--- config.mk ---
export PLATFORM = sky130hd
export DESIGN_NAME = multiword_adder_sequencer_flat
export DESIGN_NICKNAME = d
export VERILOG_FILES = /design/src/rtl/multiword_adder_sequencer_pkg.sv /design/src/rtl/multiword_adder_sequencer_if.sv /design/src/rtl/multiword_adder_sequencer_cla.sv /design/src/rtl/multiword_adder_sequencer.sv /design/src/flat_wrapper.sv
export SDC_FILE = /design/constraint.sdc
export NUM_CORES = 1
export LEC_CHECK = 0
export CORE_UTILIZATION = 55
export CTS_CLUSTER_DIAMETER = 30
export DETAILED_ROUTE_END_ITERATION = 8
export HOLD_SLACK_MARGIN = 0.12
export MAX_ROUTING_LAYER = met4
export PLACE_DENSITY = 0.85
export SYNTH_ARGS = -nofsm -noshare
export SYNTH_HDL_FRONTEND = slang
export SYNTH_SLANG_ARGS = --single-unit
--- constraint.sdc ---
create_clock -name clk -period 9.56 [get_ports clk]
set_input_delay 2.868 -clock clk [delete_from_list [all_inputs] [get_ports clk]]
set_output_delay 2.868 -clock clk [all_outputs]
set_load 0.05 [all_outputs]
--- src/rtl/multiword_adder_sequencer_pkg.sv ---
// Shared constants for the multiword adder sequencer.
// Slice width and FSM state encoding.
package multiword_adder_sequencer_pkg;
  localparam int SLICE_W = 16;

  typedef logic [1:0] state_t;

  localparam state_t ST_IDLE = 2'd0;
  localparam state_t ST_RUN  = 2'd1;
  localparam state_t ST_DONE = 2'd2;
endpackage

--- src/rtl/multiword_adder_sequencer_if.sv ---
// Request/response handshake bundle for the
// multiword adder sequencer.
interface multiword_adder_sequencer_if #(
  parameter int WIDTH = 32
);
  logic             reqValid;
  logic             reqReady;
  logic [WIDTH-1:0] opA;
  logic [WIDTH-1:0] opB;
  logic             sub;
  logic             rspValid;
  logic             rspReady;
  logic [WIDTH-1:0] result;
  logic             cOut;
  logic             overflow;
  logic             busy;

  modport master (
    output reqValid, opA, opB, sub, rspReady,
    input  reqReady, rspValid, result, cOut,
    input  overflow, busy
  );

  modport slave (
    input  reqValid, opA, opB, sub, rspReady,
    output reqReady, rspValid, result, cOut,
    output overflow, busy
  );
endinterface

--- src/rtl/multiword_adder_sequencer_cla.sv ---
// 16-bit carry-lookahead adder slice:
// four 4-bit groups with a group-level lookahead.
module CarryLookAheadAdder16 (
  input  logic [15:0] i_a,
  input  logic [15:0] i_b,
  input  logic        i_cin,
  output logic [15:0] o_sum,
  output logic        o_cout,
  output logic        o_pg,
  output logic        o_gg
);
  logic [15:0] w_g;
  logic [15:0] w_p;
  logic [15:0] w_c;
  logic [3:0]  w_gg;
  logic [3:0]  w_pg;
  logic [4:0]  w_cg;

  assign w_g = i_a & i_b;
  assign w_p = i_a ^ i_b;

  always_comb begin
    w_gg = '0;
    w_pg = '0;
    for (int n = 0; n < 4; n++) begin
      w_pg[n] = &w_p[4*n +: 4];
      w_gg[n] = w_g[4*n+3]
              | (w_p[4*n+3] & w_g[4*n+2])
              | (w_p[4*n+3] & w_p[4*n+2]
                 & w_g[4*n+1])
              | (w_p[4*n+3] & w_p[4*n+2]
                 & w_p[4*n+1] & w_g[4*n]);
    end
  end

  assign w_cg[0] = i_cin;
  assign w_cg[1] = w_gg[0] | (w_pg[0] & i_cin);
  assign w_cg[2] = w_gg[1]
                 | (w_pg[1] & w_gg[0])
                 | (w_pg[1] & w_pg[0] & i_cin);
  assign w_cg[3] = w_gg[2]
                 | (w_pg[2] & w_gg[1])
                 | (w_pg[2] & w_pg[1] & w_gg[0])
                 | (&w_pg[2:0] & i_cin);
  assign w_cg[4] = w_gg[3]
                 | (w_pg[3] & w_gg[2])
                 | (w_pg[3] & w_pg[2] & w_gg[1])
                 | (&w_pg[3:1] & w_gg[0])
                 | (&w_pg & i_cin);

  // Bit carries ripple only within each group.
  always_comb begin
    w_c = '0;
    for (int k = 0; k < 16; k++) begin
      if (k % 4 == 0) w_c[k] = w_cg[k/4];
      else w_c[k] = w_g[k-1] | (w_p[k-1] & w_c[k-1]);
    end
  end

  assign o_sum  = w_p ^ w_c;
  assign o_cout = w_cg[4];
  assign o_pg   = &w_pg;
  assign o_gg   = w_gg[3]
                | (w_pg[3] & w_gg[2])
                | (w_pg[3] & w_pg[2] & w_gg[1])
                | (&w_pg[3:1] & w_gg[0]);
endmodule

--- src/rtl/multiword_adder_sequencer.sv ---
// WIDTH-bit add/subtract sequenced through one
// 16-bit CLA slice, LSW first, carry chained in a register.
module multiword_adder_sequencer
  import multiword_adder_sequencer_pkg::*;
#(
  parameter int WIDTH = 32
) (
  input  logic clk,
  input  logic rst_n,
  multiword_adder_sequencer_if.slave bus
);
  localparam int N  = WIDTH / SLICE_W;
  localparam int IW = (N > 1) ? $clog2(N) : 1;

  if ((WIDTH % SLICE_W) != 0 || WIDTH < SLICE_W) begin : g_chk
    $error("WIDTH must be a multiple of 16, >= 16");
  end

  state_t           r_state;
  state_t           w_next;
  logic [WIDTH-1:0] r_a;
  logic [WIDTH-1:0] r_b;
  logic [WIDTH-1:0] r_result;
  logic [IW-1:0]    r_idx;
  logic             r_carry;
  logic             r_cout;
  logic             r_ovf;

  logic [15:0] w_sl_a;
  logic [15:0] w_sl_b;
  logic [15:0] w_sum;
  logic        w_cout;
  logic        w_c15;
  logic        w_last;
  logic        w_unused_pg;
  logic        w_unused_gg;

  always_comb begin
    w_sl_a = '0;
    w_sl_b = '0;
    for (int k = 0; k < N; k++) begin
      if (r_idx == IW'(k)) begin
        w_sl_a = r_a[k*SLICE_W +: SLICE_W];
        w_sl_b = r_b[k*SLICE_W +: SLICE_W];
      end
    end
  end

  CarryLookAheadAdder16 u_cla (
    .i_a    (w_sl_a),
    .i_b    (w_sl_b),
    .i_cin  (r_carry),
    .o_sum  (w_sum),
    .o_cout (w_cout),
    .o_pg   (w_unused_pg),
    .o_gg   (w_unused_gg)
  );

  assign w_last = (r_idx == IW'(N - 1));
  // Carry into bit 15 recovered from the sum bit.
  assign w_c15  = w_sum[15] ^ w_sl_a[15] ^ w_sl_b[15];

  always_comb begin
    w_next = r_state;
    case (r_state)
      ST_IDLE: if (bus.reqValid) w_next = ST_RUN;
      ST_RUN:  if (w_last)       w_next = ST_DONE;
      ST_DONE: if (bus.rspReady) w_next = ST_IDLE;
      default:                   w_next = ST_IDLE;
    endcase
  end

  always_ff @(posedge clk or negedge rst_n) begin
    if (!rst_n) r_state <= ST_IDLE;
    else        r_state <= w_next;
  end

  always_ff @(posedge clk or negedge rst_n) begin
    if (!rst_n) begin
      r_a      <= '0;
      r_b      <= '0;
      r_result <= '0;
      r_idx    <= '0;
      r_carry  <= 1'b0;
      r_cout   <= 1'b0;
      r_ovf    <= 1'b0;
    end else if (r_state == ST_IDLE) begin
      if (bus.reqValid) begin
        r_a     <= bus.opA;
        r_b     <= bus.sub ? ~bus.opB : bus.opB;
        r_carry <= bus.sub;
        r_idx   <= '0;
      end
    end else if (r_state == ST_RUN) begin
      for (int k = 0; k < N; k++) begin
        if (r_idx == IW'(k))
          r_result[k*SLICE_W +: SLICE_W] <= w_sum;
      end
      r_carry <= w_cout;
      if (w_last) begin
        r_cout <= w_cout;
        r_ovf  <= w_c15 ^ w_cout;
      end else begin
        r_idx <= r_idx + 1'b1;
      end
    end
  end

  assign bus.reqReady = (r_state == ST_IDLE);
  assign bus.rspValid = (r_state == ST_DONE);
  assign bus.busy     = (r_state != ST_IDLE);
  assign bus.result   = r_result;
  assign bus.cOut     = r_cout;
  assign bus.overflow = r_ovf;
endmodule
--- src/flat_wrapper.sv ---
// flat-port wrapper written by rule: the top's interface ports become plain ports
module multiword_adder_sequencer_flat import multiword_adder_sequencer_pkg::*;
#(
  parameter int WIDTH = 32
)
  (clk, rst_n, bus_reqValid, bus_opA, bus_opB, bus_sub, bus_rspReady, bus_reqReady, bus_rspValid, bus_result, bus_cOut, bus_overflow, bus_busy);
  multiword_adder_sequencer_if #(.WIDTH(WIDTH)) bus_i ();
  input  logic clk;
  input  logic rst_n;
  input wire logic [$bits(bus_i.reqValid)-1:0] bus_reqValid;
  input wire logic [$bits(bus_i.opA)-1:0] bus_opA;
  input wire logic [$bits(bus_i.opB)-1:0] bus_opB;
  input wire logic [$bits(bus_i.sub)-1:0] bus_sub;
  input wire logic [$bits(bus_i.rspReady)-1:0] bus_rspReady;
  output wire logic [$bits(bus_i.reqReady)-1:0] bus_reqReady;
  output wire logic [$bits(bus_i.rspValid)-1:0] bus_rspValid;
  output wire logic [$bits(bus_i.result)-1:0] bus_result;
  output wire logic [$bits(bus_i.cOut)-1:0] bus_cOut;
  output wire logic [$bits(bus_i.overflow)-1:0] bus_overflow;
  output wire logic [$bits(bus_i.busy)-1:0] bus_busy;
  assign bus_i.reqValid = bus_reqValid;
  assign bus_i.opA = bus_opA;
  assign bus_i.opB = bus_opB;
  assign bus_i.sub = bus_sub;
  assign bus_i.rspReady = bus_rspReady;
  assign bus_reqReady = bus_i.reqReady;
  assign bus_rspValid = bus_i.rspValid;
  assign bus_result = bus_i.result;
  assign bus_cOut = bus_i.cOut;
  assign bus_overflow = bus_i.overflow;
  assign bus_busy = bus_i.busy;
  multiword_adder_sequencer #(.WIDTH(WIDTH)) u_core (.clk(clk), .rst_n(rst_n), .bus(bus_i));
endmodule
==> summary.txt <==
Yosys
  • Post-synth EDFFs: 0
  • Syn_nets: roughly 530
  • Synth area leader: dfrtp_1
  • Synth Instances: between 400 and 500
  • Synth top area share: 0.498
  • Top cells by area, synth: dfrtp_1 50%, mux2_2 15%, xnor2_1 5.6%
  • Yosys reg bits: 102
  • Predominant post-synthesis flop cell: dfrtp_1
  • Post-synthesis sequential area ratio: 0.498
  • Post-Syn Area: around 5100 µm²
  • Yosys warning count: 0
  • Yosys cell types: 34
  • Avg Inst Size Synth: between 10 and 15 µm²
  • Ys async rst share: 1.00

Detailed routing
  • DRT iter0 DRCs: between 100 and 150
  • Routed Antenna Nets: 0
  • Post-route DRC: 6
  • Drt wl/cell: ~16 µm
  • Routed vias/inst: around 5.5
  • WL final: between 10000 and 15000 µm
  • Via count: 3514
  • First drt pass iteration count: 9

Floorplan
  • Die H: approximately 99 µm
  • Core box area: between 8000 and 9000 µm²
  • Initial cell density of the core: 0.579
  • Total I/O pin count: roughly 110
  • Die ar.: 9700 µm²
  • Die X: about 99 µm
  • Floorplan row count: 34

Critical path
  • FF-to-FF setup slack: between 4000 and 5000 ps
  • R2r startpoint: u_core.r_idx
  • R2R Path End: u_core.bus.overflow
  • Worst endpoint data arrival time: approximately 1900 ps
  • Crit start category: register
  • Critical setup path kind: reg -> out
  • Crit end category: output pin
  • Crit-path max FO: 6
  • Reg2reg path depth: 17
  • CP required: around 6700 ps

Clocking
  • CTS resizes: 0
  • Postcts setup bufs: 0
  • Clock root buffer: clkbuf_8
  • Clock sinks: between 100 and 150
  • H-tree depth: 3
  • TritonCTS clock tree: built
  • Post-CTS Hold Fix Bufs: 0
  • Worst-case clock buffer depth: 2
  • Clk Latency, worst-skew pair: about 360 ps
  • Reg clk slew, reported paths: 100 ps
  • Number of CTS-inserted buffers: 9

Global routing
  • Global-route wire length before repair: about 17000 µm
  • Pin count of the biggest net entering global routing: slightly below 100
  • GRT Residual Overflow: 0
  • Vias in the first global route: ~3600
  • Antenna violations before repair: 0
  • Gr usage total: 0.235

Timing
  • Slew @ Worst Pin: around 1200 ps
  • Final setup violation count: 0
  • Worst Skew: between 15 and 20 ps
  • Slew Limit Headroom: 0.228
  • Final hold violations: 0
  • Fmax achieved: ~210 MHz
  • Tcrit/Tclk final: 0.503
  • Max-slew violation count: 0
  • RSZ-0062 raised after global routing: false
  • Min Tclk post-route: between 4000 and 5000 ps
  • Setup total negative slack: 0 ps

Placed design
  • # port buffers: 105
  • Final HPWL DP: 7600 µm
  • Routability cong.: around 0.75

Run status
  • Status: complete, but fails checks
  • Violated checks: DRC

Finish
  • FILL cells: 629
  • Most frequent cells in the layout: 103 x clkdlybuf4s50_1, 102 x dfrtp_1, 67 x mux2_2
  • Nets: about 630
  • Layout cell share with drive strength beyond 1: 0.172
  • Area Growth Syn to Fin: 24.3%
  • Most common cell after layout, fill and taps aside: clkdlybuf4s50_1
  • N_diodes: 0

Min path
  • Hold Path Cell Cnt: 2
  • Hold crit path type: reg -> reg
  • Hold_sp: u_core.bus.result[0]
  • Hold Path End: u_core.bus.result[0]

Flow run
  • Max-cap violations: 0
## worst max-delay path: stages (launching register included)
cell             delay, ps
dfrtp_1                490
nor2_1                 110
inv_1                  160
clkdlybuf4s50_1        830
## how the worst max path moves through the flow
| stage | startpoint | to | slack (ps) | cells past startpoint |
|---|---|---|---|---|
| floorplan | u_core.r_state[0] | bus_busy | 5090 | 2 |
| global placement | bus_reqValid | u_core.r_a[25] | 4730 | 5 |
| detailed placement | bus_reqValid | u_core.r_a[21] | 4630 | 5 |
| CTS | u_core.r_state[0] | bus_busy | 4760 | 3 |
| global route | u_core.r_idx | u_core.bus.overflow | 4530 | 17 |
| finish | u_core.r_state[0] | bus_busy | 4750 | 3 |
## routing by layer
layer / GRT usage / vias to the layer above / wire length (µm)
met5: - / - / 0
met4: 0.0654 / 0 / 114
met3: 0.0369 / 11 / 547
met2: 0.374 / 110 / 4890
met1: 0.318 / 1724 / 4690
li1: - / 1669 / -
## logic make-up after synthesis
group / count (synthesis) / share of synthesized area
flops: 102 / 0.498
fa+ha+maj: 28 / 0.0860
mux: 80 / 0.177
buf+inv: 43 / 0.0383
xor+xnor: 37 / 0.0660
compound gates: 71 / 0.0733
simple gates: 74 / 0.0616
## flip-flops by register name, indices dropped and copies added, names as in the netlist
name and count:
u_core.r_a 32, u_core.r_idx 1, u_core.r_b 32, u_core.bus.cOut 1
u_core.r_carry 1, u_core.bus.overflow 1, u_core.bus.result 32, u_core.r_state 2
## cell usage after synthesis, types with 2 or more instances
cell type / count
a21oi_1: 41
and4_1: 2
buf_2: 13
buf_6: 2
clkbuf_1: 8
dfrtp_1: 102
fa_1: 12
ha_1: 16
inv_1: 18
mux2_2: 67
mux2_4: 4
mux2i_1: 9
nand2_1: 23
nand3_1: 3
nand4_1: 2
nor2_1: 37
nor2b_1: 2
o21ai_0: 23
or3_1: 2
xnor2_1: 33
xor2_1: 3
## area by class of cell
type | count | area (µm²) | share of cell area
multi-input cells | 290 | 2380 | 0.373
inverters | 19 | 71.3 | 0.0112
clock buffers | 10 | 128 | 0.0200
flip-flops and latches | 102 | 2550 | 0.401
repair buffers | 108 | 1070 | 0.167
well taps | 108 | 135 | 0.0212
clock inverters | 5 | 37.5 | 0.00589
## per-stage QoR
stage                     setup WS [ps]  instances  instance area [µm²]  utilization  hold WS (ps)
after CTS                          4760        642                 6370        0.720           495
after global routing               4530        642                 6370        0.720           524
after floorplan                    5090        435                 5120            -           475
after detailed placement           4630        627                 6200        0.701           474
after global placement             4730        627                 6200        0.701           461
final                              4750        642                 6370        0.720           488
Power is left out: the tool's default activity adds up to more than one toggle a clock period on the data nets, which glitch-free logic cannot reach.
